===== src/rtl/draw_sequencer_if.sv =====
// Request handshake plus per-pixel datapath control bundle between the game FSM,
// the draw sequencer and the drawing datapath.
interface draw_sequencer_if;
    logic       req_valid;
    logic       req_ready;
    logic [1:0] req_kind;
    logic [6:0] req_mem;
    logic [4:0] req_slot;
    logic [1:0] req_row;

    logic [6:0] memorySel;
    logic [4:0] xInitSel;
    logic [1:0] yInitSel;
    logic [1:0] xySel;
    logic       xInitLoad;
    logic       yInitLoad;
    logic       xInitReset;
    logic       yInitReset;
    logic       xReset;
    logic       yReset;
    logic       xLoad;
    logic       yLoad;
    logic       xCountUp;
    logic       yCountUp;
    logic       addressScreenCounterReset;
    logic       screenCountLoad;
    logic       addressSpriteCounterReset;
    logic       spriteCountLoad;
    logic       black;
    logic       plot;
    logic       busy;
    logic       done;
    logic       err;

    // Requester side (game FSM / datapath consumer).
    modport master (
        output req_valid, req_kind, req_mem, req_slot, req_row,
        input  req_ready, memorySel, xInitSel, yInitSel, xySel,
        input  xInitLoad, yInitLoad, xInitReset, yInitReset, xReset, yReset,
        input  xLoad, yLoad, xCountUp, yCountUp,
        input  addressScreenCounterReset, screenCountLoad,
        input  addressSpriteCounterReset, spriteCountLoad,
        input  black, plot, busy, done, err
    );

    // Sequencer side.
    modport slave (
        input  req_valid, req_kind, req_mem, req_slot, req_row,
        output req_ready, memorySel, xInitSel, yInitSel, xySel,
        output xInitLoad, yInitLoad, xInitReset, yInitReset, xReset, yReset,
        output xLoad, yLoad, xCountUp, yCountUp,
        output addressScreenCounterReset, screenCountLoad,
        output addressSpriteCounterReset, spriteCountLoad,
        output black, plot, busy, done, err
    );
endinterface


===== src/rtl/draw_sequencer.sv =====
// Draw sequencer: walks the drawing datapath pixel by pixel for one SCREEN, SPRITE or CLEAR request.
// Latency: plots start 3 cycles after accept, done N+3 cycles after accept; requests are not queued.
module draw_sequencer #(
    parameter int SCREEN_W = 160,
    parameter int SCREEN_H = 120,
    parameter int SPRITE_W = 40,
    parameter int SPRITE_H = 40
) (
    input logic             clk,
    input logic             reset,
    draw_sequencer_if.slave bus
);

    typedef enum logic [2:0] {
        S_IDLE,
        S_LOAD,
        S_PRIME,
        S_DRAW,
        S_FINISH
    } state_t;

    typedef enum logic [1:0] {
        K_SCREEN  = 2'd0,
        K_SPRITE  = 2'd1,
        K_CLEAR   = 2'd2,
        K_ILLEGAL = 2'd3
    } kind_t;

    typedef struct packed {
        logic ready;
        logic busy;
        logic done;
        logic err;
        logic init_load;
        logic init_reset;
        logic x_reset;
        logic y_reset;
        logic xy_load;
        logic x_up;
        logic y_up;
        logic scr_rst;
        logic scr_inc;
        logic spr_rst;
        logic spr_inc;
        logic black;
        logic plot;
    } ctl_t;

    localparam logic [7:0] SCR_W_M1 = 8'(SCREEN_W - 1);
    localparam logic [6:0] SCR_H_M1 = 7'(SCREEN_H - 1);
    localparam logic [7:0] SPR_W_M1 = 8'(SPRITE_W - 1);
    localparam logic [6:0] SPR_H_M1 = 7'(SPRITE_H - 1);

    state_t     state;
    kind_t      kind_q;
    ctl_t       ctl;
    logic [6:0] mem_q;
    logic [4:0] slot_q;
    logic [1:0] row_sel_q;
    logic [7:0] col;
    logic [6:0] row;
    logic [7:0] w_m1;
    logic [6:0] h_m1;
    logic [7:0] col_nxt;
    logic [6:0] row_nxt;
    kind_t      req_kind;

    assign req_kind = kind_t'(bus.req_kind);

    function automatic ctl_t ctl_idle();
        ctl_t o;
        o       = '0;
        o.ready = 1'b1;
        return o;
    endfunction

    function automatic ctl_t ctl_reset();
        ctl_t o;
        o            = ctl_idle();
        o.init_reset = 1'b1;
        o.x_reset    = 1'b1;
        o.y_reset    = 1'b1;
        o.scr_rst    = 1'b1;
        o.spr_rst    = 1'b1;
        return o;
    endfunction

    function automatic ctl_t ctl_load(input kind_t k);
        ctl_t o;
        o           = '0;
        o.busy      = 1'b1;
        o.init_load = 1'b1;
        o.x_reset   = 1'b1;
        o.y_reset   = 1'b1;
        o.spr_rst   = (k == K_SPRITE);
        o.scr_rst   = (k != K_SPRITE);
        return o;
    endfunction

    // ROM is registered, so its address is advanced one cycle ahead of the first plot.
    function automatic ctl_t ctl_prime(input kind_t k);
        ctl_t o;
        o         = '0;
        o.busy    = 1'b1;
        o.spr_inc = (k == K_SPRITE);
        o.scr_inc = (k != K_SPRITE);
        return o;
    endfunction

    function automatic ctl_t ctl_pixel(input kind_t k, input logic [7:0] c, input logic [6:0] r,
                                       input logic [7:0] wm1, input logic [6:0] hm1);
        ctl_t o;
        logic last;
        o         = '0;
        last      = (c == wm1) && (r == hm1);
        o.busy    = 1'b1;
        o.plot    = 1'b1;
        o.xy_load = 1'b1;
        o.black   = (k == K_CLEAR);
        if (c < wm1) begin
            o.x_up = 1'b1;
        end else begin
            o.x_reset = 1'b1;
            o.y_up    = (r < hm1);
        end
        o.spr_inc = !last && (k == K_SPRITE);
        o.scr_inc = !last && (k != K_SPRITE);
        return o;
    endfunction

    function automatic ctl_t ctl_finish(input logic e);
        ctl_t o;
        o      = '0;
        o.busy = 1'b1;
        o.done = 1'b1;
        o.err  = e;
        return o;
    endfunction

    always_comb begin
        col_nxt = col + 8'd1;
        row_nxt = row;
        if (col >= w_m1) begin
            col_nxt = '0;
            row_nxt = row + 7'd1;
        end
    end

    // Outputs are registered: each transition loads the control word of the state being entered.
    always_ff @(posedge clk) begin
        if (reset) begin
            state     <= S_IDLE;
            kind_q    <= K_SCREEN;
            mem_q     <= '0;
            slot_q    <= '0;
            row_sel_q <= '0;
            col       <= '0;
            row       <= '0;
            w_m1      <= '0;
            h_m1      <= '0;
            ctl       <= ctl_reset();
        end else begin
            case (state)
                S_IDLE: begin
                    ctl <= ctl_idle();
                    if (bus.req_valid) begin
                        kind_q    <= req_kind;
                        mem_q     <= bus.req_mem;
                        slot_q    <= bus.req_slot;
                        row_sel_q <= bus.req_row;
                        w_m1      <= (req_kind == K_SPRITE) ? SPR_W_M1 : SCR_W_M1;
                        h_m1      <= (req_kind == K_SPRITE) ? SPR_H_M1 : SCR_H_M1;
                        if (req_kind == K_ILLEGAL) begin
                            state <= S_FINISH;
                            ctl   <= ctl_finish(1'b1);
                        end else begin
                            state <= S_LOAD;
                            ctl   <= ctl_load(req_kind);
                        end
                    end
                end
                S_LOAD: begin
                    col   <= '0;
                    row   <= '0;
                    state <= S_PRIME;
                    ctl   <= ctl_prime(kind_q);
                end
                S_PRIME: begin
                    col   <= '0;
                    row   <= '0;
                    state <= S_DRAW;
                    ctl   <= ctl_pixel(kind_q, 8'd0, 7'd0, w_m1, h_m1);
                end
                S_DRAW: begin
                    if (col == w_m1 && row == h_m1) begin
                        state <= S_FINISH;
                        ctl   <= ctl_finish(1'b0);
                    end else begin
                        col <= col_nxt;
                        row <= row_nxt;
                        ctl <= ctl_pixel(kind_q, col_nxt, row_nxt, w_m1, h_m1);
                    end
                end
                S_FINISH: begin
                    state <= S_IDLE;
                    ctl   <= ctl_idle();
                end
                default: begin
                    state <= S_IDLE;
                    ctl   <= ctl_idle();
                end
            endcase
        end
    end

    assign bus.req_ready                 = ctl.ready;
    assign bus.busy                      = ctl.busy;
    assign bus.done                      = ctl.done;
    assign bus.err                       = ctl.err;
    assign bus.memorySel                 = mem_q;
    assign bus.xInitSel                  = slot_q;
    assign bus.yInitSel                  = row_sel_q;
    assign bus.xySel                     = {1'b0, kind_q == K_SPRITE};
    assign bus.xInitLoad                 = ctl.init_load;
    assign bus.yInitLoad                 = ctl.init_load;
    assign bus.xInitReset                = ctl.init_reset;
    assign bus.yInitReset                = ctl.init_reset;
    assign bus.xReset                    = ctl.x_reset;
    assign bus.yReset                    = ctl.y_reset;
    assign bus.xLoad                     = ctl.xy_load;
    assign bus.yLoad                     = ctl.xy_load;
    assign bus.xCountUp                  = ctl.x_up;
    assign bus.yCountUp                  = ctl.y_up;
    assign bus.addressScreenCounterReset = ctl.scr_rst;
    assign bus.screenCountLoad           = ctl.scr_inc;
    assign bus.addressSpriteCounterReset = ctl.spr_rst;
    assign bus.spriteCountLoad           = ctl.spr_inc;
    assign bus.black                     = ctl.black;
    assign bus.plot                      = ctl.plot;

endmodule


===== src/flat_wrapper.sv =====
// flat-port wrapper written by rule: the top's interface ports become plain ports
module draw_sequencer_flat 
#(
    parameter int SCREEN_W = 160,
    parameter int SCREEN_H = 120,
    parameter int SPRITE_W = 40,
    parameter int SPRITE_H = 40
)
  (clk, reset, bus_req_valid, bus_req_kind, bus_req_mem, bus_req_slot, bus_req_row, bus_req_ready, bus_memorySel, bus_xInitSel, bus_yInitSel, bus_xySel, bus_xInitLoad, bus_yInitLoad, bus_xInitReset, bus_yInitReset, bus_xReset, bus_yReset, bus_xLoad, bus_yLoad, bus_xCountUp, bus_yCountUp, bus_addressScreenCounterReset, bus_screenCountLoad, bus_addressSpriteCounterReset, bus_spriteCountLoad, bus_black, bus_plot, bus_busy, bus_done, bus_err);
  draw_sequencer_if bus_i ();
  input logic clk;
  input logic reset;
  input wire logic [$bits(bus_i.req_valid)-1:0] bus_req_valid;
  input wire logic [$bits(bus_i.req_kind)-1:0] bus_req_kind;
  input wire logic [$bits(bus_i.req_mem)-1:0] bus_req_mem;
  input wire logic [$bits(bus_i.req_slot)-1:0] bus_req_slot;
  input wire logic [$bits(bus_i.req_row)-1:0] bus_req_row;
  output wire logic [$bits(bus_i.req_ready)-1:0] bus_req_ready;
  output wire logic [$bits(bus_i.memorySel)-1:0] bus_memorySel;
  output wire logic [$bits(bus_i.xInitSel)-1:0] bus_xInitSel;
  output wire logic [$bits(bus_i.yInitSel)-1:0] bus_yInitSel;
  output wire logic [$bits(bus_i.xySel)-1:0] bus_xySel;
  output wire logic [$bits(bus_i.xInitLoad)-1:0] bus_xInitLoad;
  output wire logic [$bits(bus_i.yInitLoad)-1:0] bus_yInitLoad;
  output wire logic [$bits(bus_i.xInitReset)-1:0] bus_xInitReset;
  output wire logic [$bits(bus_i.yInitReset)-1:0] bus_yInitReset;
  output wire logic [$bits(bus_i.xReset)-1:0] bus_xReset;
  output wire logic [$bits(bus_i.yReset)-1:0] bus_yReset;
  output wire logic [$bits(bus_i.xLoad)-1:0] bus_xLoad;
  output wire logic [$bits(bus_i.yLoad)-1:0] bus_yLoad;
  output wire logic [$bits(bus_i.xCountUp)-1:0] bus_xCountUp;
  output wire logic [$bits(bus_i.yCountUp)-1:0] bus_yCountUp;
  output wire logic [$bits(bus_i.addressScreenCounterReset)-1:0] bus_addressScreenCounterReset;
  output wire logic [$bits(bus_i.screenCountLoad)-1:0] bus_screenCountLoad;
  output wire logic [$bits(bus_i.addressSpriteCounterReset)-1:0] bus_addressSpriteCounterReset;
  output wire logic [$bits(bus_i.spriteCountLoad)-1:0] bus_spriteCountLoad;
  output wire logic [$bits(bus_i.black)-1:0] bus_black;
  output wire logic [$bits(bus_i.plot)-1:0] bus_plot;
  output wire logic [$bits(bus_i.busy)-1:0] bus_busy;
  output wire logic [$bits(bus_i.done)-1:0] bus_done;
  output wire logic [$bits(bus_i.err)-1:0] bus_err;
  assign bus_i.req_valid = bus_req_valid;
  assign bus_i.req_kind = bus_req_kind;
  assign bus_i.req_mem = bus_req_mem;
  assign bus_i.req_slot = bus_req_slot;
  assign bus_i.req_row = bus_req_row;
  assign bus_req_ready = bus_i.req_ready;
  assign bus_memorySel = bus_i.memorySel;
  assign bus_xInitSel = bus_i.xInitSel;
  assign bus_yInitSel = bus_i.yInitSel;
  assign bus_xySel = bus_i.xySel;
  assign bus_xInitLoad = bus_i.xInitLoad;
  assign bus_yInitLoad = bus_i.yInitLoad;
  assign bus_xInitReset = bus_i.xInitReset;
  assign bus_yInitReset = bus_i.yInitReset;
  assign bus_xReset = bus_i.xReset;
  assign bus_yReset = bus_i.yReset;
  assign bus_xLoad = bus_i.xLoad;
  assign bus_yLoad = bus_i.yLoad;
  assign bus_xCountUp = bus_i.xCountUp;
  assign bus_yCountUp = bus_i.yCountUp;
  assign bus_addressScreenCounterReset = bus_i.addressScreenCounterReset;
  assign bus_screenCountLoad = bus_i.screenCountLoad;
  assign bus_addressSpriteCounterReset = bus_i.addressSpriteCounterReset;
  assign bus_spriteCountLoad = bus_i.spriteCountLoad;
  assign bus_black = bus_i.black;
  assign bus_plot = bus_i.plot;
  assign bus_busy = bus_i.busy;
  assign bus_done = bus_i.done;
  assign bus_err = bus_i.err;
  draw_sequencer #(.SCREEN_W(SCREEN_W), .SCREEN_H(SCREEN_H), .SPRITE_W(SPRITE_W), .SPRITE_H(SPRITE_H)) u_core (.clk(clk), .reset(reset), .bus(bus_i));
endmodule

===== config.mk =====
export PLATFORM = sky130hd
export DESIGN_NAME = draw_sequencer_flat
export DESIGN_NICKNAME = d
export VERILOG_FILES = /design/src/rtl/draw_sequencer_if.sv /design/src/rtl/draw_sequencer.sv /design/src/flat_wrapper.sv
export SDC_FILE = /design/constraint.sdc
export NUM_CORES = 1
export LEC_CHECK = 0
export ABC_AREA = 1
export CELL_PAD_IN_SITES_DETAIL_PLACEMENT = 1
export CELL_PAD_IN_SITES_GLOBAL_PLACEMENT = 2
export CORE_MARGIN = 1.5
export CORE_UTILIZATION = 26
export CTS_BUF_LIST = sky130_fd_sc_hd__clkbuf_16
export CTS_CLUSTER_SIZE = 25
export DETAILED_ROUTE_END_ITERATION = 12
export PLACE_DENSITY = 0.74
export SLEW_MARGIN = 20
export SYNTH_ARGS = -nofsm -noshare
export SYNTH_HDL_FRONTEND = slang
export SYNTH_SLANG_ARGS = --single-unit

===== constraint.sdc =====
create_clock -name clk -period 2.79 [get_ports clk]
set_clock_uncertainty 0.15 [all_clocks]
set_input_delay 0.4185 -clock clk [delete_from_list [all_inputs] [get_ports clk]]
set_output_delay 0.4185 -clock clk [all_outputs]
set_load 0.05 [all_outputs]

==> impl_results.rst, run 1 <==
.. list-table::
   :header-rows: 1

   * - Metric
     - Value
   * - Outcome
     - finished, final reports clean
   * - Combinational cell fraction of total power
     - 0.399
   * - Number of max-cap violations
     - 0
   * - Total Power Consumption
     - 0.00264 W
   * - Total count of hold-check failures in the final report
     - 0
   * - Switching part of the total
     - 0.378
   * - Port bufs
     - 53
   * - Kind of start point of the critical path
     - flop
   * - Clock tree sinks
     - 53
   * - Final nets
     - 499
   * - Final Setup Violations
     - 0
   * - Worst hold path type
     - flop to flop
   * - Kind of end point of the critical path
     - flop
   * - Final weighted congestion in routability-driven placement
     - between 0.8 and 0.9
   * - Data arrival time at the worst-slack endpoint
     - about 2800 ps
   * - GRT Util Overall
     - 0.157
   * - Drt wl/cell
     - 14.7 um
   * - Placed wire-length estimate
     - 6.49 mm
   * - Number of ports placed on the die boundary
     - 55
   * - Gate count of the mapped netlist
     - between 300 and 400
   * - Vias in the first global route
     - 2880
   * - Type of the worst setup path
     - flop to flop
   * - Library cell with the largest summed area after synthesis
     - dfxtp_1
   * - Die extent in y
     - between 100 and 150 um
   * - Share of the clock period used by the worst path after layout
     - 0.983
   * - Total clock buffers created by CTS
     - 5
   * - Count of cells along the worst hold path
     - 1
   * - Worst-skew pair later-pin latency
     - 290 ps
   * - Launching element of the worst setup path
     - u_core.col[0]$_SDFFE_PP0P_
   * - Post-synthesis cell type count
     - 34
   * - Root buf cell
     - clkbuf_16
   * - Number of remaining DRC errors
     - 0
   * - Top area cells in the synthesized netlist
     - dfxtp_1, nand2_1, ha_1
   * - Clk slew on worst S/H paths
     - 70 ps
   * - Relative area change from synthesis to final layout
     - 42.8%
   * - Asr flop ratio synth
     - 0
   * - N_diodes
     - 0
   * - Yosys top cell area share
     - 0.377
   * - Horiz. Die Dim
     - 107 um
   * - Reg2Reg Setup Slack
     - 50 ps
   * - Setup repair after global routing missed its margin
     - true
   * - Part of the power in the clock network
     - 0.276
   * - Max Buffers Root-to-Sink
     - 2
   * - Pwr/cell area
     - 657 nW/um^2
   * - Total of flip-flops plus latches after synthesis
     - 53
   * - Number of antenna violations at the first check in global routing
     - 0
   * - Commonest cells in the synthesized netlist
     - nand2_1, dfxtp_1, nor2_1
   * - Placement Setup Slack
     - -107 ps
   * - Fraction of layout instances using a drive strength above 1
     - 0.196
   * - Worst hold slack across all endpoints
     - 276 ps
   * - Endpoint of the worst hold path
     - u_core.bus.black$_SDFF_PP0_
   * - Total via count in the routed design
     - 2756
   * - Worst flop-to-flop path startpoint
     - u_core.col[0]$_SDFFE_PP0P_
   * - R2R Path End
     - u_core.bus.screenCountLoad$_SDFF_PP0_
   * - Count of standard-cell rows
     - 37
   * - Total iterations of the first detailed-routing run
     - 6
   * - LEAKAGE
     - 1.71 nW
   * - Tightest Pin Transition
     - 558 ps
   * - Total Die Area
     - 11400 sq um
   * - Synth Area per Inst
     - 7.26 sq um
   * - Warnings, synthesis
     - 0
   * - Predominant post-synthesis flop cell
     - dfxtp_1
   * - Leading cell type by number of instances after synthesis
     - nand2_1
   * - Worst path setup slack after routing
     - 47.8 ps
   * - Standard cell core area
     - 10400 sq um
   * - Combined area of all synthesized cells
     - 2810 sq um
   * - TritonCTS clock tree
     - built
   * - Required @ worst endpoint
     - between 2000 and 3000 ps
   * - Fin. max-slew vios
     - 0
   * - Min cycle time layout
     - around 2700 ps
   * - Reg2reg path depth
     - 16
   * - GRT overflow
     - 0
   * - Initial detailed-routing violation count
     - 90
   * - Total wire length after detailed routing
     - approximately 9 mm
   * - Crit path max fanout
     - 8
   * - Largest net degree at the start of global routing
     - 20
   * - Internal
     - 0.00164 W
   * - Number of synthesized flops with an enable pin
     - 0
   * - Max_slew headroom
     - 0.628
   * - Mapped Nets
     - 428
   * - Power dissipated by switching net loads
     - 0.000999 W
   * - Sequential area share after synthesis
     - 0.377
   * - Power share of the sequential group
     - 0.325
   * - Maximum vdd drop
     - 0.000264 V
   * - Source of the worst hold timing path
     - u_core.kind_q[0]$_SDFFE_PP0P_
   * - Total number of H-tree levels
     - 2
   * - Antenna-violating nets left
     - 0
   * - Maximum clock frequency
     - between 300 and 400 MHz
   * - Aggregate negative setup slack
     - 0 ps
   * - Via/cell ratio
     - 4.63
   * - Initial Utilization
     - 0.270
   * - Wire length of the first global-routing pass
     - approximately 14 mm
## repair_timing
item,CTS,global route
hold buffers,0,0
gates cloned,1,0
endpoints found under the setup margin,5,5
pin swaps,6,18
gates resized for setup,11,38
buffers inserted,2,4
hold endpoints to repair,0,0
## sequential cells by signal, indices dropped and copies added, names as in the netlist, 2 cells and up
name	flops
u_core.col	8
u_core.bus.memorySel	7
u_core.row	7
u_core.bus.xInitSel	5
u_core.state	3
u_core.bus.yInitSel	2
u_core.h_m1	2
u_core.kind_q	2
## metrics by stage
| step | utilization | instance area (sq um) | std cells |
|---|---|---|---|
| 2_1_floorplan | - | 2810 | 387 |
| 3_3_place_gp | 0.341 | 3560 | 580 |
| 3_5_place_dp | 0.341 | 3560 | 580 |
| 4_1_cts | 0.364 | 3790 | 591 |
| 5_1_grt | 0.385 | 4010 | 595 |
| 6_report | 0.385 | 4010 | 595 |
## worst max-delay path: stages, from the launching register on
cell	delay [ps]
dfxtp_2	340
inv_2	60
ha_1	290
nand2_1	80
nor2_1	50
nand2_2	70
nand2_2	70
nor2_4	200
nand2_8	120
xor2_2	220
inv_2	60
ha_4	260
nand3_2	60
nor3_2	160
nand3_1	140
o21ai_2	200
a21oi_1	90
## power by group through the flow
stage	sequential, W	clock [W]	combinational [W]
final	0.000857	0.000729	0.00105
after global routing	0.000865	0.000779	0.00115
after CTS	0.000855	0.000751	0.000949
after detailed placement	0.000870	0	0.000896
after global placement	0.000868	0	0.000883
after floorplan	0.00103	0	0.000450
## area by class of cell
type	count	area (sq um)
Clock buffer	5	125
Clock inverter	3	43.8
Fill cell	1275	6400
Inverter	43	174
Multi-Input combinational cell	276	1690
Sequential cell	53	1070
Tap cell	136	170
Timing Repair Buffer	79	738
## placed cells by master (no fill, tap or decap), types with 2 or more instances in the layout
cell and n:
a21oi_1 27, a21oi_2 2, buf_4 25, clkbuf_16 5, clkdlybuf4s50_1 53, dfxtp_1 46, dfxtp_2 6, ha_1 13
ha_4 9, inv_1 31, inv_2 9, inv_6 3, nand2_1 82, nand2_2 8, nand2_4 2, nand3_1 19
nand4_1 4, nor2_1 52, nor2_2 3, nor2_4 3, nor3_1 3, o21ai_0 17, o21ai_1 4, o21ai_2 2
xnor2_1 6, xor2_1 5
## metal layers
layer	vias to the layer above	share of wire	global-route usage
li1	1377	-	-
met1	1313	0.46	0.199
met2	53	0.48	0.267
met3	13	0.038	0.0340
met4	0	0.016	0.0467
met5	-	0	0
## worst max-delay path by stage
stage                                                        to  slack, ps  depth (start not counted)
after floorplan           u_core.bus.screenCountLoad$_SDFF_PP0_         90                         18
after global placement    u_core.bus.spriteCountLoad$_SDFF_PP0_        -80                         15
after detailed placement  u_core.bus.screenCountLoad$_SDFF_PP0_       -110                         17
after CTS                 u_core.bus.spriteCountLoad$_SDFF_PP0_          7                         17
after global routing      u_core.bus.screenCountLoad$_SDFF_PP0_       -100                         15
final                     u_core.bus.screenCountLoad$_SDFF_PP0_         50                         16
## kinds of logic (layout without fill, tap and decap cells)
kind of cell | count (synthesis) | in the layout | share of synthesized area
flip-flops | 53 | 53 | 0.377
AND/OR/NAND/NOR | 182 | 183 | 0.280
other | 1 | 1 | 0.00133
adder cells (fa/ha/maj) | 22 | 22 | 0.0979
AO/OA/AOI/OAI | 58 | 58 | 0.110
XOR/XNOR | 12 | 12 | 0.0374
buffers and inverters | 59 | 130 | 0.0952
(Power assumes the default switching activity.)
==> run 2: changes to the inputs <==
--- a/config.mk
+++ b/config.mk
@@ -8,13 +8,12 @@
 export ABC_AREA = 1
 export CELL_PAD_IN_SITES_DETAIL_PLACEMENT = 1
 export CELL_PAD_IN_SITES_GLOBAL_PLACEMENT = 2
-export CORE_MARGIN = 1.5
 export CORE_UTILIZATION = 26
 export CTS_BUF_LIST = sky130_fd_sc_hd__clkbuf_16
 export CTS_CLUSTER_SIZE = 25
 export DETAILED_ROUTE_END_ITERATION = 12
+export GPL_TIMING_DRIVEN = 0
 export PLACE_DENSITY = 0.74
-export SLEW_MARGIN = 20
 export SYNTH_ARGS = -nofsm -noshare
 export SYNTH_HDL_FRONTEND = slang
 export SYNTH_SLANG_ARGS = --single-unit
==> impl_results.rst, run 2 (same netlist as run 1, synthesis figures left out) <==
.. list-table::
   :header-rows: 1

   * - Metric
     - Value
   * - Relative area change from synthesis to final layout
     - 44.9%
   * - Wire length of the first global-routing pass
     - 14.2 mm (-0.58%)
   * - Drt wl/cell
     - 14.6 um (-0.95%)
   * - Worst-skew pair later-pin latency
     - 290 ps (about the same)
   * - N_diodes
     - 0 (unchanged)
   * - Placement Setup Slack
     - -473 ps (-366 ps)
   * - Number of remaining DRC errors
     - 0 (unchanged)
   * - Maximum clock frequency
     - 336 MHz (-7.9%)
   * - Initial detailed-routing violation count
     - 69 (-23%)
   * - Pwr/cell area
     - 672 nW/um^2 (+2.2%)
   * - GRT overflow
     - 0 (unchanged)
   * - Clk slew on worst S/H paths
     - 70 ps (about the same)
   * - Most common library cell in the layout ignoring fill and taps
     - nand2_1
   * - TritonCTS clock tree
     - built
   * - Maximum vdd drop
     - 0.000367 V (+39%)
   * - Hold_buf cts
     - 0 (unchanged)
   * - Worst path setup slack after routing
     - -187 ps (-235 ps)
   * - Total count of hold-check failures in the final report
     - 0 (unchanged)
   * - Placed wire-length estimate
     - 6.26 mm (-3.5%)
   * - Root buf cell
     - clkbuf_16
   * - Number of antenna violations at the first check in global routing
     - 0 (unchanged)
   * - Final weighted congestion in routability-driven placement
     - 0.719 (-11%)
   * - Total number of H-tree levels
     - 2 (unchanged)
   * - Outcome
     - complete, but fails checks
   * - Max Buffers Root-to-Sink
     - 2 (unchanged)
   * - Horiz. Die Dim
     - 106 um (-0.93%)
   * - LEAKAGE
     - 1.73 nW (+0.98%)
   * - Total via count in the routed design
     - 2783 (+0.98%)
   * - Total Power Consumption
     - 0.00274 W (+3.8%)
   * - Port bufs
     - 53 (unchanged)
   * - CP delay by family, top
     - simple AND/OR/NAND/NOR gates
   * - Max_slew headroom
     - 0.595 (-0.0324)
   * - Via/cell ratio
     - 4.65 (+0.31%)
   * - GRT Util Overall
     - 0.158 (+0.000501)
   * - Fin. max-slew vios
     - 0 (unchanged)
   * - Fraction of layout instances using a drive strength above 1
     - 0.184 (-0.0125)
   * - Vias in the first global route
     - 2843 (-1.3%)
   * - Min cycle time layout
     - 2980 ps (+235 ps)
   * - Clock tree sinks
     - 53 (unchanged)
   * - Crit path cell chain
     - clkinvlp_4 -> ha_4 -> nand2_4 -> nor2_4 -> nand2_2 -> nand2_2 -> nor2_4 -> nand2_4 -> buf_6 -> buf_4 -> nand2_1 -> o21ai_1 -> inv_1 -> ha_1 -> nand2_1 -> inv_2 -> nand2_2 -> inv_2 -> nand2_2 -> o21ai_4 -> a21oi_2
   * - Number of ports placed on the die boundary
     - 55 (unchanged)
   * - Crit path max fanout
     - 6 (-2)
   * - Count of buffering cells on the critical path with inverters included
     - 6 (+4)
   * - Number of flip-flops under the largest register name
     - 8 (unchanged)
   * - Data arrival time at the worst-slack endpoint
     - 2990 ps (+230 ps)
   * - Required @ worst endpoint
     - 2800 ps (about the same)
   * - Share of the clock period used by the worst path after layout
     - 1.07 (+0.0841)
   * - Total iterations of the first detailed-routing run
     - 5 (-1)
   * - Longest individual stage delay on the worst path
     - 360 ps (+20 ps)
   * - Reg2Reg Setup Slack
     - -190 ps (-230 ps)
   * - Initial Utilization
     - 0.270 (unchanged)
   * - Worst hold path type
     - flop to flop
   * - Filler cells
     - 1279 (+0.31%)
   * - Largest net degree at the start of global routing
     - 17 (-15%)
   * - Type of the worst setup path
     - flop to flop
   * - Die extent in y
     - 106 um (-0.93%)
   * - Total wire length after detailed routing
     - 8.74 mm (-0.29%)
   * - Total Die Area
     - 11200 sq um (-1.9%)
   * - Leading cell types in the layout, fill and taps excluded
     - nand2_1, clkdlybuf4s50_1, nor2_1, dfxtp_1, inv_1
   * - Max stage delay cell, worst path
     - dfxtp_4
   * - Final nets
     - 503 (+0.80%)
   * - Number of max-cap violations
     - 0 (unchanged)
   * - Register bank with the most flops
     - u_core.col
   * - Violations in the final reports
     - setup timing
   * - Most frequent cell on the critical path
     - nand2_2
   * - Kind of end point of the critical path
     - flop
   * - Kind of start point of the critical path
     - flop
   * - Setup repair after global routing missed its margin
     - true
   * - Total clock buffers created by CTS
     - 5 (unchanged)
   * - Count of standard-cell rows
     - 37 (unchanged)
   * - Final Setup Violations
     - 5 (+5)
   * - Tightest Pin Transition
     - 607 ps (+49.2 ps)
   * - Antenna-violating nets left
     - 0 (unchanged)
   * - Standard cell core area
     - 10400 sq um (unchanged)
## run 2: cell count changes in the layout (fill, tap and decap cells not counted), sizes merged
cell      previous run  this run
clkinvlp             0         1
buf                 26        24
nand2               93        92
clkbuf               5        12
inv                 44        43
## run 2: cell type report
type                       count  area [sq um]  share of cell area
multi-input combinational    275          1710               0.419
sequential                    53          1070               0.262
timing repair buffer          68           668               0.164
inverter                      43           173              0.0424
tap                          136           170              0.0418
clock buffer                   5           125              0.0307
buffer                        16           119              0.0292
clock inverter                 3          42.5              0.0104
## run 2: stage by stage
step	instances	TNS, ps	util	hold WS [ps]	cell area [sq um]
global route	599	-1490	0.391	293	4080
CTS	594	-731	0.369	275	3850
detailed placement	576	-1890	0.337	264	3510
finish	599	-614	0.391	270	4080
floorplan	387	0	-	246	2810
global placement	576	-1720	0.337	252	3510
## run 2: path summary, 6_finish.rpt
check,cells past startpoint,endpoint,startpoint
worst min register to register,1,u_core.bus.black$_SDFF_PP0_,u_core.kind_q[0]$_SDFFE_PP0P_
worst min-delay path,1,u_core.bus.black$_SDFF_PP0_,u_core.kind_q[0]$_SDFFE_PP0P_
worst max-delay path,21,u_core.bus.screenCountLoad$_SDFF_PP0_,u_core.h_m1[4]$_SDFFE_PP0P_
worst max register to register,21,u_core.bus.screenCountLoad$_SDFF_PP0_,u_core.h_m1[4]$_SDFFE_PP0P_
## run 2: worst register-to-register path: stages (launching register included)
cell        delay (ps)
dfxtp_4            360
clkinvlp_4         210
ha_4               350
nand2_4             40
nor2_4             130
nand2_2             80
nand2_2             90
nor2_4              50
nand2_4            140
buf_6              130
buf_4              100
nand2_1             40
o21ai_1             70
inv_1               70
ha_1               290
nand2_1             80
inv_2               70
nand2_2             50
inv_2               60
nand2_2             70
o21ai_4            160
a21oi_2             70
## run 2: power breakdown
group	switching (W)	internal, W
clock	0.000283	0.000422
sequential	0.0000342	0.000822
combinational	0.000712	0.000465
## run 2: timing repair
item                       in CTS  in global routing
pin swaps                       8                 20
gates resized for setup        24                 33
setup buffers                  10                  4
gates cloned                    0                  1
setup endpoints to repair       5                  5
## run 2: per-layer routing
layer  GRT usage  part of all wire  wire, um
met4      0.0238            0.0053        46
met3      0.0386             0.044       384
met1       0.195              0.43      3790
met2       0.281              0.52      4520
met5           0                 0         0
